## src/rtl/truth_table_scanner.sv

```systemverilog
`default_nettype none
// ============================================================================
//  Module   : truth_table_scanner
//  Purpose  : Sweeps all 2^N_IN input vectors in ascending minterm order into a
//             downstream combinational function, samples its output for each
//             vector, and builds the captured truth table (mask). It also counts
//             the ones in the mask and compares the mask against an expected table.
//  Ports    : clk        - rising-edge clock
//             reset      - synchronous, active-high
//             start      - one-cycle sweep request (honoured only in IDLE)
//             f_in       - output of the function under scan
//             exp_mask   - expected truth table, bit i = f(minterm i)
//             vec_out    - registered input vector (bit N_IN-1 = x .. bit 0 = z)
//             busy       - high while sweeping
//             done       - one-cycle completion pulse
//             mask       - captured truth table
//             ones_cnt   - number of ones in mask
//             mask_valid - mask/ones_cnt/match final, held until next start
//             match      - mask == exp_mask (meaningful while mask_valid)
//  Revision : 1.0 - initial release
// ============================================================================
module truth_table_scanner #(
    parameter int N_IN   = 4,
    parameter int SETTLE = 0
) (
    input  logic                    clk,
    input  logic                    reset,
    input  logic                    start,
    input  logic                    f_in,
    input  logic [(1<<N_IN)-1:0]    exp_mask,
    output logic [N_IN-1:0]         vec_out,
    output logic                    busy,
    output logic                    done,
    output logic [(1<<N_IN)-1:0]    mask,
    output logic [N_IN:0]           ones_cnt,
    output logic                    mask_valid,
    output logic                    match
);

    localparam int              c_NVEC   = 1 << N_IN;
    localparam logic [N_IN-1:0] c_LAST   = '1;
    localparam logic [2:0]      c_SETTLE = 3'(SETTLE);
    localparam logic [N_IN-1:0] c_IDX_ONE = {{(N_IN-1){1'b0}}, 1'b1};

    localparam logic [1:0] S_IDLE = 2'd0;
    localparam logic [1:0] S_SCAN = 2'd1;
    localparam logic [1:0] S_DONE = 2'd2;

    logic [1:0]        r_state;
    logic [1:0]        w_state_next;
    logic [N_IN-1:0]   r_idx;
    logic [2:0]        r_settle;
    logic              r_busy;
    logic              r_done;
    logic [c_NVEC-1:0] r_mask;
    logic [N_IN:0]     r_ones;
    logic              r_valid;
    logic              r_match;

    logic              w_sample;
    logic              w_last;
    logic [c_NVEC-1:0] w_mask_next;

    // The sample edge is the one closing the last settle cycle of a vector.
    assign w_sample = (r_state == S_SCAN) && (r_settle == c_SETTLE);
    assign w_last   = (r_idx == c_LAST);
    // mask is cleared at start, so OR-ing the current bit in is sufficient.
    assign w_mask_next = r_mask | ({{(c_NVEC-1){1'b0}}, f_in} << r_idx);

    always_comb begin
        w_state_next = r_state;
        case (r_state)
            S_IDLE:  if (start) w_state_next = S_SCAN;
            S_SCAN:  if (w_sample && w_last) w_state_next = S_DONE;
            S_DONE:  w_state_next = S_IDLE;
            default: w_state_next = S_IDLE;
        endcase
    end

    always_ff @(posedge clk) begin
        if (reset) begin
            r_state  <= S_IDLE;
            r_idx    <= '0;
            r_settle <= '0;
            r_busy   <= 1'b0;
            r_done   <= 1'b0;
            r_mask   <= '0;
            r_ones   <= '0;
            r_valid  <= 1'b0;
            r_match  <= 1'b0;
        end else begin
            r_state <= w_state_next;
            r_done  <= 1'b0;
            case (r_state)
                S_IDLE: begin
                    if (start) begin
                        r_busy   <= 1'b1;
                        r_idx    <= '0;
                        r_settle <= '0;
                        r_mask   <= '0;
                        r_ones   <= '0;
                        r_valid  <= 1'b0;
                        r_match  <= 1'b0;
                    end
                end
                S_SCAN: begin
                    if (w_sample) begin
                        r_mask   <= w_mask_next;
                        r_ones   <= r_ones + {{N_IN{1'b0}}, f_in};
                        r_settle <= '0;
                        if (w_last) begin
                            r_idx   <= '0;
                            r_busy  <= 1'b0;
                            r_done  <= 1'b1;
                            r_valid <= 1'b1;
                            // exp_mask is only consulted here, on the final sample.
                            r_match <= (w_mask_next == exp_mask);
                        end else begin
                            r_idx <= r_idx + c_IDX_ONE;
                        end
                    end else begin
                        r_settle <= r_settle + 3'd1;
                    end
                end
                default: ;
            endcase
        end
    end

    // vec_out is the index register itself, so it is fully registered.
    assign vec_out    = r_idx;
    assign busy       = r_busy;
    assign done       = r_done;
    assign mask       = r_mask;
    assign ones_cnt   = r_ones;
    assign mask_valid = r_valid;
    assign match      = r_match;

endmodule
`default_nettype wire

```

## config.mk

```make
export PLATFORM = sky130hd
export DESIGN_NAME = truth_table_scanner
export DESIGN_NICKNAME = d
export VERILOG_FILES = /design/src/rtl/truth_table_scanner.sv
export SDC_FILE = /design/constraint.sdc
export NUM_CORES = 1
export LEC_CHECK = 0
export CORE_UTILIZATION = 30
export CTS_CLUSTER_DIAMETER = 200
export DETAILED_ROUTE_END_ITERATION = 10
export PLACE_DENSITY = 0.64
export SLEW_MARGIN = 20
export SYNTH_ARGS = -nofsm -noshare
export SYNTH_HDL_FRONTEND = slang
export SYNTH_SLANG_ARGS = --single-unit
```

## constraint.sdc

```tcl
create_clock -name clk -period 5.1 [get_ports clk]
set_input_delay 1.02 -clock clk [delete_from_list [all_inputs] [get_ports clk]]
set_output_delay 1.02 -clock clk [all_outputs]
set_load 0.05 [all_outputs]
```

==> impl_metrics.env <==
export IMPL_outcome="finished, final reports clean"
export IMPL_setup_viol=0
export IMPL_r2r_start="vec_out[1]"
export IMPL_clkPwrFrac_pct=37.0
export IMPL_switchingPower_w=0.000151
export IMPL_internal_power_w=0.000413
export IMPL_synth_top_cell_by_area="dfxtp_1"
export IMPL_ys_seq_area_share_pct=40.3
export IMPL_grt_use_total_pct=15.5
export IMPL_drv_slew=0
export IMPL_path_cells="clkdlybuf4s50_1 -> nor3b_1 -> a21oi_1 -> xnor2_1 -> nor4_1 -> nand3_1 -> o21ai_1"
export IMPL_grt_pass1_vias=1476
export IMPL_hold_buffers=0
export IMPL_cts_buffers=5
export IMPL_die_x_um=77.0
export IMPL_min_path_type="register to register"
export IMPL_rr_worst_depth=6
export IMPL_cp_slowest_stage_delay_ps=600
export IMPL_cellLeakagePower_nw=0.831
export IMPL_cp_data_required_time_ps=5320
export IMPL_vias=1505
export IMPL_core_area_mm2=0.00527
export IMPL_reg2reg_to="match"
export IMPL_drive_gt1_share_pct=7.44
export IMPL_final_antenna_net_count=0
export IMPL_pwr_share_comb_pct=14.2
export IMPL_slowest_stage="nor3b_1"
export IMPL_grt_pass1_wl_mm=7.11
export IMPL_synth_warnings=0
export IMPL_r2r_slack_ps=3120
export IMPL_ios=49
export IMPL_tightestPinTransition_ps=682
export IMPL_cts_tree="yes"
export IMPL_grt_max_degree=18
export IMPL_htreeDepth=2
export IMPL_routedWlPerCell_um=13.9
export IMPL_crit_path_start_kind="input port"
export IMPL_fin_cells=312
export IMPL_fmax_mhz=361
export IMPL_synth_area_top_cells="dfxtp_1 40%, xnor2_1 8.3%, nor2_1 6.9%"
export IMPL_clk_pin_slew_worst_paths_ps=70
export IMPL_swShare_pct=26.7
export IMPL_critPathBufInv=1
export IMPL_clk_latency_ps=280
export IMPL_place_congestion=0.843
export IMPL_p_per_area_mw_per_mm2=245
export IMPL_seqPwrFrac_pct=48.9
export IMPL_worstPathMaxFanout=6
export IMPL_clock_sinks=34
export IMPL_row_count=26
export IMPL_nFillCells=543
export IMPL_drv_cap=0
export IMPL_path_depth=7
export IMPL_synth_edff_count=0
export IMPL_first_pass_iters=5
export IMPL_area_growth_pct=36.3
export IMPL_drc_errors=0
export IMPL_cts_root_buf="clkbuf_8"
export IMPL_critPathCaptureType="register"
export IMPL_period_needed_ps=2770
export IMPL_ys_ff_latch=34
export IMPL_synthArstFlopShare_pct=0
export IMPL_hold_viol=0
export IMPL_cp_endpoint="match"
export IMPL_synth_most_common_cell="dfxtp_1"
export IMPL_syn_cell_area_mm2=0.00169
export IMPL_peakVddDrop_mv=0.0894
export IMPL_antenna_found_initial=0
export IMPL_cts_setup_buffers=0
export IMPL_min_delay_path_depth=2
export IMPL_synth_top_cell_area_share_pct=40.3
export IMPL_avgSynthCellArea_um2=8.70
export IMPL_clock_path_buffers=2
export IMPL_post_dp_hpwl_mm=3.20
export IMPL_crit_type="input port to register"
export IMPL_rsz0062_at_grt="no"
export IMPL_start_util_pct=32.0
export IMPL_crit_start="f_in"
export IMPL_ys_types=37
export IMPL_place_inst=304
export IMPL_detail_route_wirelength_mm=4.35
export IMPL_via_per_inst=4.82
export IMPL_critical_path_arrival_ps=2990
export IMPL_first_iter_violations=103
export IMPL_max_slew_margin_pct=54.4
export IMPL_synth_main_ff_cell="dfxtp_1"
export IMPL_fin_skew_ps=4.24
export IMPL_overflow=0
export IMPL_diodes=0
export IMPL_fin_nets=266
export IMPL_die_h_um=77.0
export IMPL_port_buffers=48
export IMPL_min_period_over_period_pct=54.2
export IMPL_dieArea_mm2=0.00593
export IMPL_syn_nets=219
export IMPL_ctsResizeCount=0
export IMPL_synthTopCellsByCount="34 x dfxtp_1, 31 x nor2_1, 16 x xnor2_1"
export IMPL_post_synth_inst_count=194
export IMPL_path_delay_family="simple AND/OR/NAND/NOR gates"
export IMPL_tns_ps=0
==> cells by family after synthesis <==
logic type	after synthesis	share of synthesized area, %
buf+inv	11	3.63
compound gates	42	17.1
xor+xnor	23	11.9
simple gates	79	23.3
fa+ha+maj	5	3.71
flops	34	40.3
==> layer usage <==
metal / wire length [µm] / track usage, % / vias up
met5: 0 / 0 / -
met4: 85 / 7.55 / 0
met3: 191 / 2.74 / 8
met2: 1970 / 23.8 / 44
met1: 2100 / 20.8 / 690
li1: - / - / 763
==> flip-flops by register name, indices dropped and copies added, names as in the netlist <==
register	flops
vec_out	4
mask	16
mask_valid	1
r_settle	3
r_state	2
done	1
busy	1
ones_cnt	5
match	1
==> power by group through the flow <==
stage	Clock [W]	Sequential (W)	Combinational, W
3_3_place_gp	0	0.000282	0.0000785
3_5_place_dp	0	0.000281	0.0000793
6_report	0.000208	0.000275	0.0000797
5_1_grt	0.000222	0.000276	0.0000857
2_1_floorplan	0	0.000289	0.0000389
4_1_cts	0.000212	0.000275	0.0000798
==> placed cells by master (no fill, tap or decap), types with 2 or more instances in the layout <==
cell type	count
inv_1	2
a21oi_1	13
a22oi_1	7
dfxtp_1	34
nor3_1	5
nand3_1	3
and3_1	3
nand4_1	2
ha_1	5
o21a_1	8
and3_2	2
nor3b_1	2
nor2b_1	5
clkbuf_8	6
nor4_1	3
xnor2_1	16
a31oi_1	3
nand2b_1	3
a21oi_2	3
or2_2	3
nand2_1	11
clkdlybuf4s50_1	48
a211oi_1	2
xor2_1	7
and3b_1	2
nor2_1	31
==> per-stage QoR <==
stage	hold slack, ps	setup WS [ps]	power, W	cell area [µm²]	util, %
floorplan	466	2860	0.000327	1690	-
global placement	463	2140	0.000360	2210	41.9
detailed placement	453	2050	0.000361	2210	41.9
CTS	462	2350	0.000567	2300	43.7
global route	504	2130	0.000583	2300	43.7
finish	465	2330	0.000563	2300	43.7
==> how the worst min path moves through the flow <==
stage,slack (ps),startpoint,to
final,460,match,match
after global routing,500,match,match
after CTS,460,match,match
after detailed placement,450,match,match
after global placement,460,match,match
after floorplan,470,r_settle[0],r_settle[0]
==> layout make-up <==
| type | instances | area (µm²) | area share, % |
|---|---|---|---|
| clock buffer | 7 | 86.3 | 3.75 |
| clock inverter | 1 | 5.00 | 0.218 |
| inverter | 2 | 7.51 | 0.326 |
| multi-input combinational | 149 | 946 | 41.1 |
| sequential | 34 | 681 | 29.6 |
| tap | 70 | 87.6 | 3.81 |
| timing repair buffer | 49 | 488 | 21.2 |
==> worst reg2reg max path, stage by stage (launching register included) <==
cell,delay [ps]
dfxtp_1,550
nor2b_1,560
a21oi_1,160
xnor2_1,160
nor4_1,270
nand3_1,110
o21ai_1,110
No activity file was read; power rests on OpenSTA's default activity.
